`src/rtl/matrix_mac_pkg.sv`:
```
// Shared widths, scaling constants and state encoding for the math-box MAC datapath.
package matrix_mac_pkg;
  localparam int WORD_W    = 16;
  localparam int ACC_W     = 32;
  localparam int MDB_LSB   = 15;
  localparam int MUL_STEPS = 16;
  localparam int CNT_W     = $clog2(MUL_STEPS);

  typedef enum logic {
    IDLE = 1'b0,
    BUSY = 1'b1
  } mac_state_t;
endpackage

```
`src/rtl/matrix_serial_multiplier.sv`:
```
// 16-step radix-2 shift-add signed multiplier; product is valid combinationally
// alongside the one-cycle done pulse on the final step.
module matrix_serial_multiplier
  import matrix_mac_pkg::*;
(
  input  logic              clk_i,
  input  logic              rst_i,
  input  logic              start_i,
  input  logic [WORD_W-1:0] d_i,
  input  logic [WORD_W-1:0] c_i,
  output logic              done_o,
  output logic [ACC_W-1:0]  product_o
);

  logic              active_q;
  logic [CNT_W-1:0]  cnt_q;
  logic [WORD_W-1:0] d_q;
  logic [WORD_W-1:0] c_q;
  logic [ACC_W-1:0]  part_q;
  logic [ACC_W-1:0]  part_d;
  logic [ACC_W-1:0]  addend_s;
  logic              last_s;

  // Partial-product step; the multiplier's sign bit carries weight -2^15,
  // so the final step subtracts instead of adding.
  always_comb begin
    addend_s = {{(ACC_W-WORD_W){d_q[WORD_W-1]}}, d_q} << cnt_q;
    last_s   = (cnt_q == CNT_W'(MUL_STEPS-1));
    part_d   = part_q;
    if (c_q[cnt_q]) begin
      if (last_s) begin
        part_d = part_q - addend_s;
      end else begin
        part_d = part_q + addend_s;
      end
    end else begin
      part_d = part_q;
    end
    done_o    = active_q && last_s;
    product_o = part_d;
  end

  always_ff @(posedge clk_i or posedge rst_i) begin
    if (rst_i) begin
      active_q <= 1'b0;
      cnt_q    <= '0;
      d_q      <= '0;
      c_q      <= '0;
      part_q   <= '0;
    end else if (start_i) begin
      active_q <= 1'b1;
      cnt_q    <= '0;
      d_q      <= d_i;
      c_q      <= c_i;
      part_q   <= '0;
    end else if (active_q) begin
      part_q <= part_d;
      cnt_q  <= cnt_q + CNT_W'(1);
      if (last_s) begin
        active_q <= 1'b0;
      end
    end
  end

endmodule

```
`src/rtl/matrix_mac_unit.sv`:
```
// Math-box execute stage: ACC += (A - B) * C via a serial multiplier, with
// registered Q15 write-back word and busy flag for the sequencer.
module matrix_mac_unit
  import matrix_mac_pkg::*;
(
  input  logic              clk_12,
  input  logic              reset,
  input  logic              LDA,
  input  logic              LDB,
  input  logic              LDC,
  input  logic              CLEARACC,
  input  logic              LAC,
  input  logic [WORD_W-1:0] MDB_IN,
  output logic [WORD_W-1:0] MDB_OUT,
  output logic              MACFLAG
);

  mac_state_t        state_q, state_d;
  logic [WORD_W-1:0] a_q, a_d;
  logic [WORD_W-1:0] b_q, b_d;
  logic [WORD_W-1:0] c_q, c_d;
  logic [ACC_W-1:0]  acc_q, acc_d;
  logic [WORD_W-1:0] mdb_out_q, mdb_out_d;
  logic              macflag_q, macflag_d;
  logic              start_s;
  logic [WORD_W-1:0] diff_s;
  logic [ACC_W-1:0]  acc_base_s;
  logic              mul_done_s;
  logic [ACC_W-1:0]  mul_prod_s;

  matrix_serial_multiplier u_mul (
    .clk_i    (clk_12),
    .rst_i    (reset),
    .start_i  (start_s),
    .d_i      (diff_s),
    .c_i      (c_d),
    .done_o   (mul_done_s),
    .product_o(mul_prod_s)
  );

  // Operand capture, accumulator priority (LAC > CLEARACC, then product add)
  // and next state; same-edge LDB/LDC values feed a starting multiply.
  always_comb begin
    start_s = LDA && (state_q == IDLE);
    a_d     = start_s ? MDB_IN : a_q;
    b_d     = LDB ? MDB_IN : b_q;
    c_d     = LDC ? MDB_IN : c_q;
    diff_s  = a_d - b_d;

    if (LAC) begin
      acc_base_s = {{(ACC_W-WORD_W){MDB_IN[WORD_W-1]}}, MDB_IN} << MDB_LSB;
    end else if (CLEARACC) begin
      acc_base_s = '0;
    end else begin
      acc_base_s = acc_q;
    end

    if (mul_done_s) begin
      acc_d = acc_base_s + mul_prod_s;
    end else begin
      acc_d = acc_base_s;
    end

    state_d = state_q;
    case (state_q)
      IDLE:    state_d = start_s ? BUSY : IDLE;
      BUSY:    state_d = mul_done_s ? IDLE : BUSY;
      default: state_d = IDLE;
    endcase

    mdb_out_d = acc_d[MDB_LSB+WORD_W-1:MDB_LSB];
    macflag_d = (state_d == IDLE);
  end

  always_ff @(posedge clk_12 or posedge reset) begin
    if (reset) begin
      state_q   <= IDLE;
      a_q       <= '0;
      b_q       <= '0;
      c_q       <= '0;
      acc_q     <= '0;
      mdb_out_q <= '0;
      macflag_q <= 1'b1;
    end else begin
      state_q   <= state_d;
      a_q       <= a_d;
      b_q       <= b_d;
      c_q       <= c_d;
      acc_q     <= acc_d;
      mdb_out_q <= mdb_out_d;
      macflag_q <= macflag_d;
    end
  end

  assign MDB_OUT = mdb_out_q;
  assign MACFLAG = macflag_q;

endmodule

```
`config.mk`:
```
export PLATFORM = sky130hd
export DESIGN_NAME = matrix_mac_unit
export DESIGN_NICKNAME = d
export VERILOG_FILES = /design/src/rtl/matrix_mac_pkg.sv /design/src/rtl/matrix_serial_multiplier.sv /design/src/rtl/matrix_mac_unit.sv
export SDC_FILE = /design/constraint.sdc
export NUM_CORES = 1
export LEC_CHECK = 0
export CAP_MARGIN = 10
export CORE_ASPECT_RATIO = 1.1
export CORE_UTILIZATION = 35
export DETAILED_ROUTE_END_ITERATION = 7
export PLACE_DENSITY = 0.55
export SYNTH_ARGS = -nofsm -noshare
export SYNTH_HDL_FRONTEND = slang
export SYNTH_SLANG_ARGS = --single-unit
```
`constraint.sdc`:
```
create_clock -name clk_12 -period 8.1 [get_ports clk_12]
set_input_delay 1.62 -clock clk_12 [delete_from_list [all_inputs] [get_ports clk_12]]
set_output_delay 1.62 -clock clk_12 [all_outputs]
set_load 0.1 [all_outputs]
```
==> results.ini <==
[global_route]
grt.overflow.total=0
global_route_wire_length_before_repair_mm=53.1
grt_start_max_net_pins=82
number_of_antenna_violations_at_the_first_check_in_global_routing=0
first_global_vias=9944
total_global_routing_track_utilization=0.189

[logic_synthesis]
synth_edf_count=0
synthesized_area_per_cell_um2=8.61
synthesis.instances=1413
synth_async_sr_flop_share=1.00
netlist_area_um2=12200
synth.yosys.seq_area_share=0.306
synth_area_leaders=dfrtp_1, ha_1, nand2_1, mux2_2, mux2i_1
syn-num-nets=1522
synthesis.yosys.warnings=0
netlist.top_cell.by_area=dfrtp_1
ys_seq_elements=149
primary_flip_flop_cell_chosen_by_synthesis_mapping=dfrtp_1
post-synth-top-count-cell=nand2_1
yosys.area.top_type_share=0.304
synth_unique_cells=79
netlist_top_cells_count=nand2_1, dfrtp_1, nor2_1

[worst_setup_path]
timing.critical_path.to_type=flop
cp_max_fo=23
worst-r2r-setup-slack_ns=0.70
worstRegToRegCells=26
worst_ep_arrival_ns=7.71
setup.worst_path.start_class=flop
worst_ep_required_time_ns=8.42
reg2reg_to=acc_q[30]
worstReg2RegStart=u_mul.cnt_q[1]
timing_worst_setup_path_type=reg -> reg

[worst_hold_path]
min_delay_path_depth=2
min_to=u_mul.c_q[9]
holdCritStartpoint=u_mul.c_q[9]
min_path_type=reg -> reg

[routing]
detail_route.wl_per_cell_um=17.6
totalWireLength_mm=32.7
drt.antenna.violating_nets=0
via_per_inst=5.41
drc=0
drt_pre_antenna_iters=5
vias=10100
drt_iter0_markers=557

[timing]
finalCritPeriodShare=0.913
final_critical_path_setup_slack_ns=0.704
timing_worst_slew_pin_value_ns=1.03
finalMaxSlewViolations=0
max_freq_mhz=135
rsz_0062_raised_after_global_routing=no
final.min_clock_period_ns=7.40
slew-limit-headroom=0.308
timing.clock.skew_ns=0.0126
report.final.hold_viol_count=0
setup_tns_ns=0
report.final.setup_viol=0

[floorplanning]
ios=40
fp-row-count=71
fp.dieH_um=198
core_area_um2=34200
floorplan.initialDensity=0.356
die_w_um=180
fp.dieArea_um2=35500

[cts]
num_cts_buffers=17
htree_levels=4
clock_root_buffer_master=clkbuf_16
clk_pin_slew_worst_setup_hold_paths_ns=0.07
cts_max_path_buffers=2
clk-insertion-delay-late_ns=0.43
postCtsHoldBufs=0
clock-sinks=149
postCtsSetupRepairBufs=0
cts_tree=yes
post_cts_resized=0

[layout]
finalNetCount=1520
drive_above_1_share=0.0934
register_area_um2=3730
multi_input_comb_area_um2=7820
flow.area_growth_from_synthesis_pct=10.7
antenna_cells=0
final-instance-count-excl-fill=1862
fill_cells=3440
layout.cell_area.non_filler_um2=13500

[placed_design]
numPlacedInstances=1830
place_worst_setup_slack_ns=0.730
final_weighted_congestion_in_routability_driven_placement=0.883
hpwl_mm=24.3
placement.cell_area_um2=12900
io_buffer_count=39

[run_status]
outcome=finished clean

[flow_run]
maxCapViolations=0

[routing by layer]
metal / up-vias / wire length (um) / share of wire / track usage
li1: 5006 / - / - / -
met1: 4827 / 14700 / 0.45 / 0.232
met2: 204 / 15900 / 0.49 / 0.337
met3: 37 / 1290 / 0.039 / 0.0280
met4: 0 / 796 / 0.024 / 0.0623
met5: - / 0 / 0 / 0
[area by class of cell]
cell class,count,area share
Clock buffer,19,0.0329
Clock inverter,13,0.0102
Inverter,59,0.0168
Multi-Input combinational cell,1122,0.581
Sequential cell,149,0.277
Tap cell,438,0.0407
Timing Repair Buffer,62,0.0418
[per-stage QoR]
step / hold slack, ns / util
floorplan: 0.440 / -
global placement: 0.456 / 0.377
detailed placement: 0.464 / 0.377
CTS: 0.480 / 0.394
finish: 0.473 / 0.394
global route: 0.499 / 0.394
[critical path, cell delays in order, from the launching register on]
cell and delay [ns]:
dfrtp_1 0.84, mux4_1 0.43, mux2_2 0.31, o21ai_1 0.23
o311a_1 0.23, and4_1 0.28, a31oi_1 0.12, xnor2_1 0.14
ha_1 0.38, a2111oi_0 0.57, o2111ai_1 0.19, and3_1 0.21
nor4_1 0.25, a211oi_1 0.22, o21a_1 0.23, nor2_1 0.13
xnor2_1 0.10, mux2_2 0.28, ha_1 0.25, a21o_1 0.19
a21o_1 0.16, a21o_1 0.21, o41ai_1 0.53, mux2i_1 0.17
a221o_2 0.35, o21a_1 0.11, xor2_1 0.15
[worst max-delay path by stage]
| stage | endpoint | slack [ns] | from | cells past startpoint |
|---|---|---|---|---|
| 4_1_cts | acc_q[30] | 0.72 | u_mul.cnt_q[0] | 27 |
| 5_1_grt | acc_q[30] | 0.15 | u_mul.cnt_q[0] | 27 |
| 3_3_place_gp | acc_q[30] | 0.78 | u_mul.cnt_q[0] | 28 |
| 6_report | acc_q[30] | 0.70 | u_mul.cnt_q[1] | 26 |
| 3_5_place_dp | acc_q[30] | 0.73 | u_mul.cnt_q[1] | 26 |
| 2_1_floorplan | acc_q[30] | 1.64 | u_mul.cnt_q[1] | 33 |
[kinds of logic after synthesis]
group,synth area share
compound gates,0.185
xor+xnor,0.0612
simple gates,0.180
flops,0.306
fa+ha+maj,0.0903
mux,0.125
buf+inv,0.0520
[flip-flops by register name, indices dropped and copies added, names as in the netlist]
signal          count
acc_q              16
u_mul.c_q          16
c_q                16
a_q                16
MACFLAG             1
state_q             1
u_mul.part_q       31
b_q                16
u_mul.d_q          16
u_mul.cnt_q         4
MDB_OUT            15
u_mul.active_q      1
[cells in the final DEF (no fill, tap or decap), types with 6 or more instances in the layout]
cell / instances
a31oi_1: 11
mux4_1: 6
a21oi_1: 99
o31ai_1: 14
and3_1: 19
inv_1: 58
dfrtp_1: 147
nor2_1: 127
ha_1: 83
mux4_2: 10
mux2_2: 50
clkbuf_16: 17
nor2b_1: 16
nand3_1: 22
mux2i_1: 53
o211ai_1: 7
a211oi_1: 16
a22o_1: 16
clkdlybuf4s50_1: 39
xnor2_1: 59
o21a_1: 20
nand2b_1: 14
buf_4: 23
a21o_1: 32
nand2_1: 188
nand4_1: 11
xor2_1: 26
o21bai_1: 10
and2_1: 26
o21ai_0: 74
nor3_1: 24
Power is left out: the tool's default activity adds up to more than one toggle a clock period on the data nets, which glitch-free logic cannot reach.
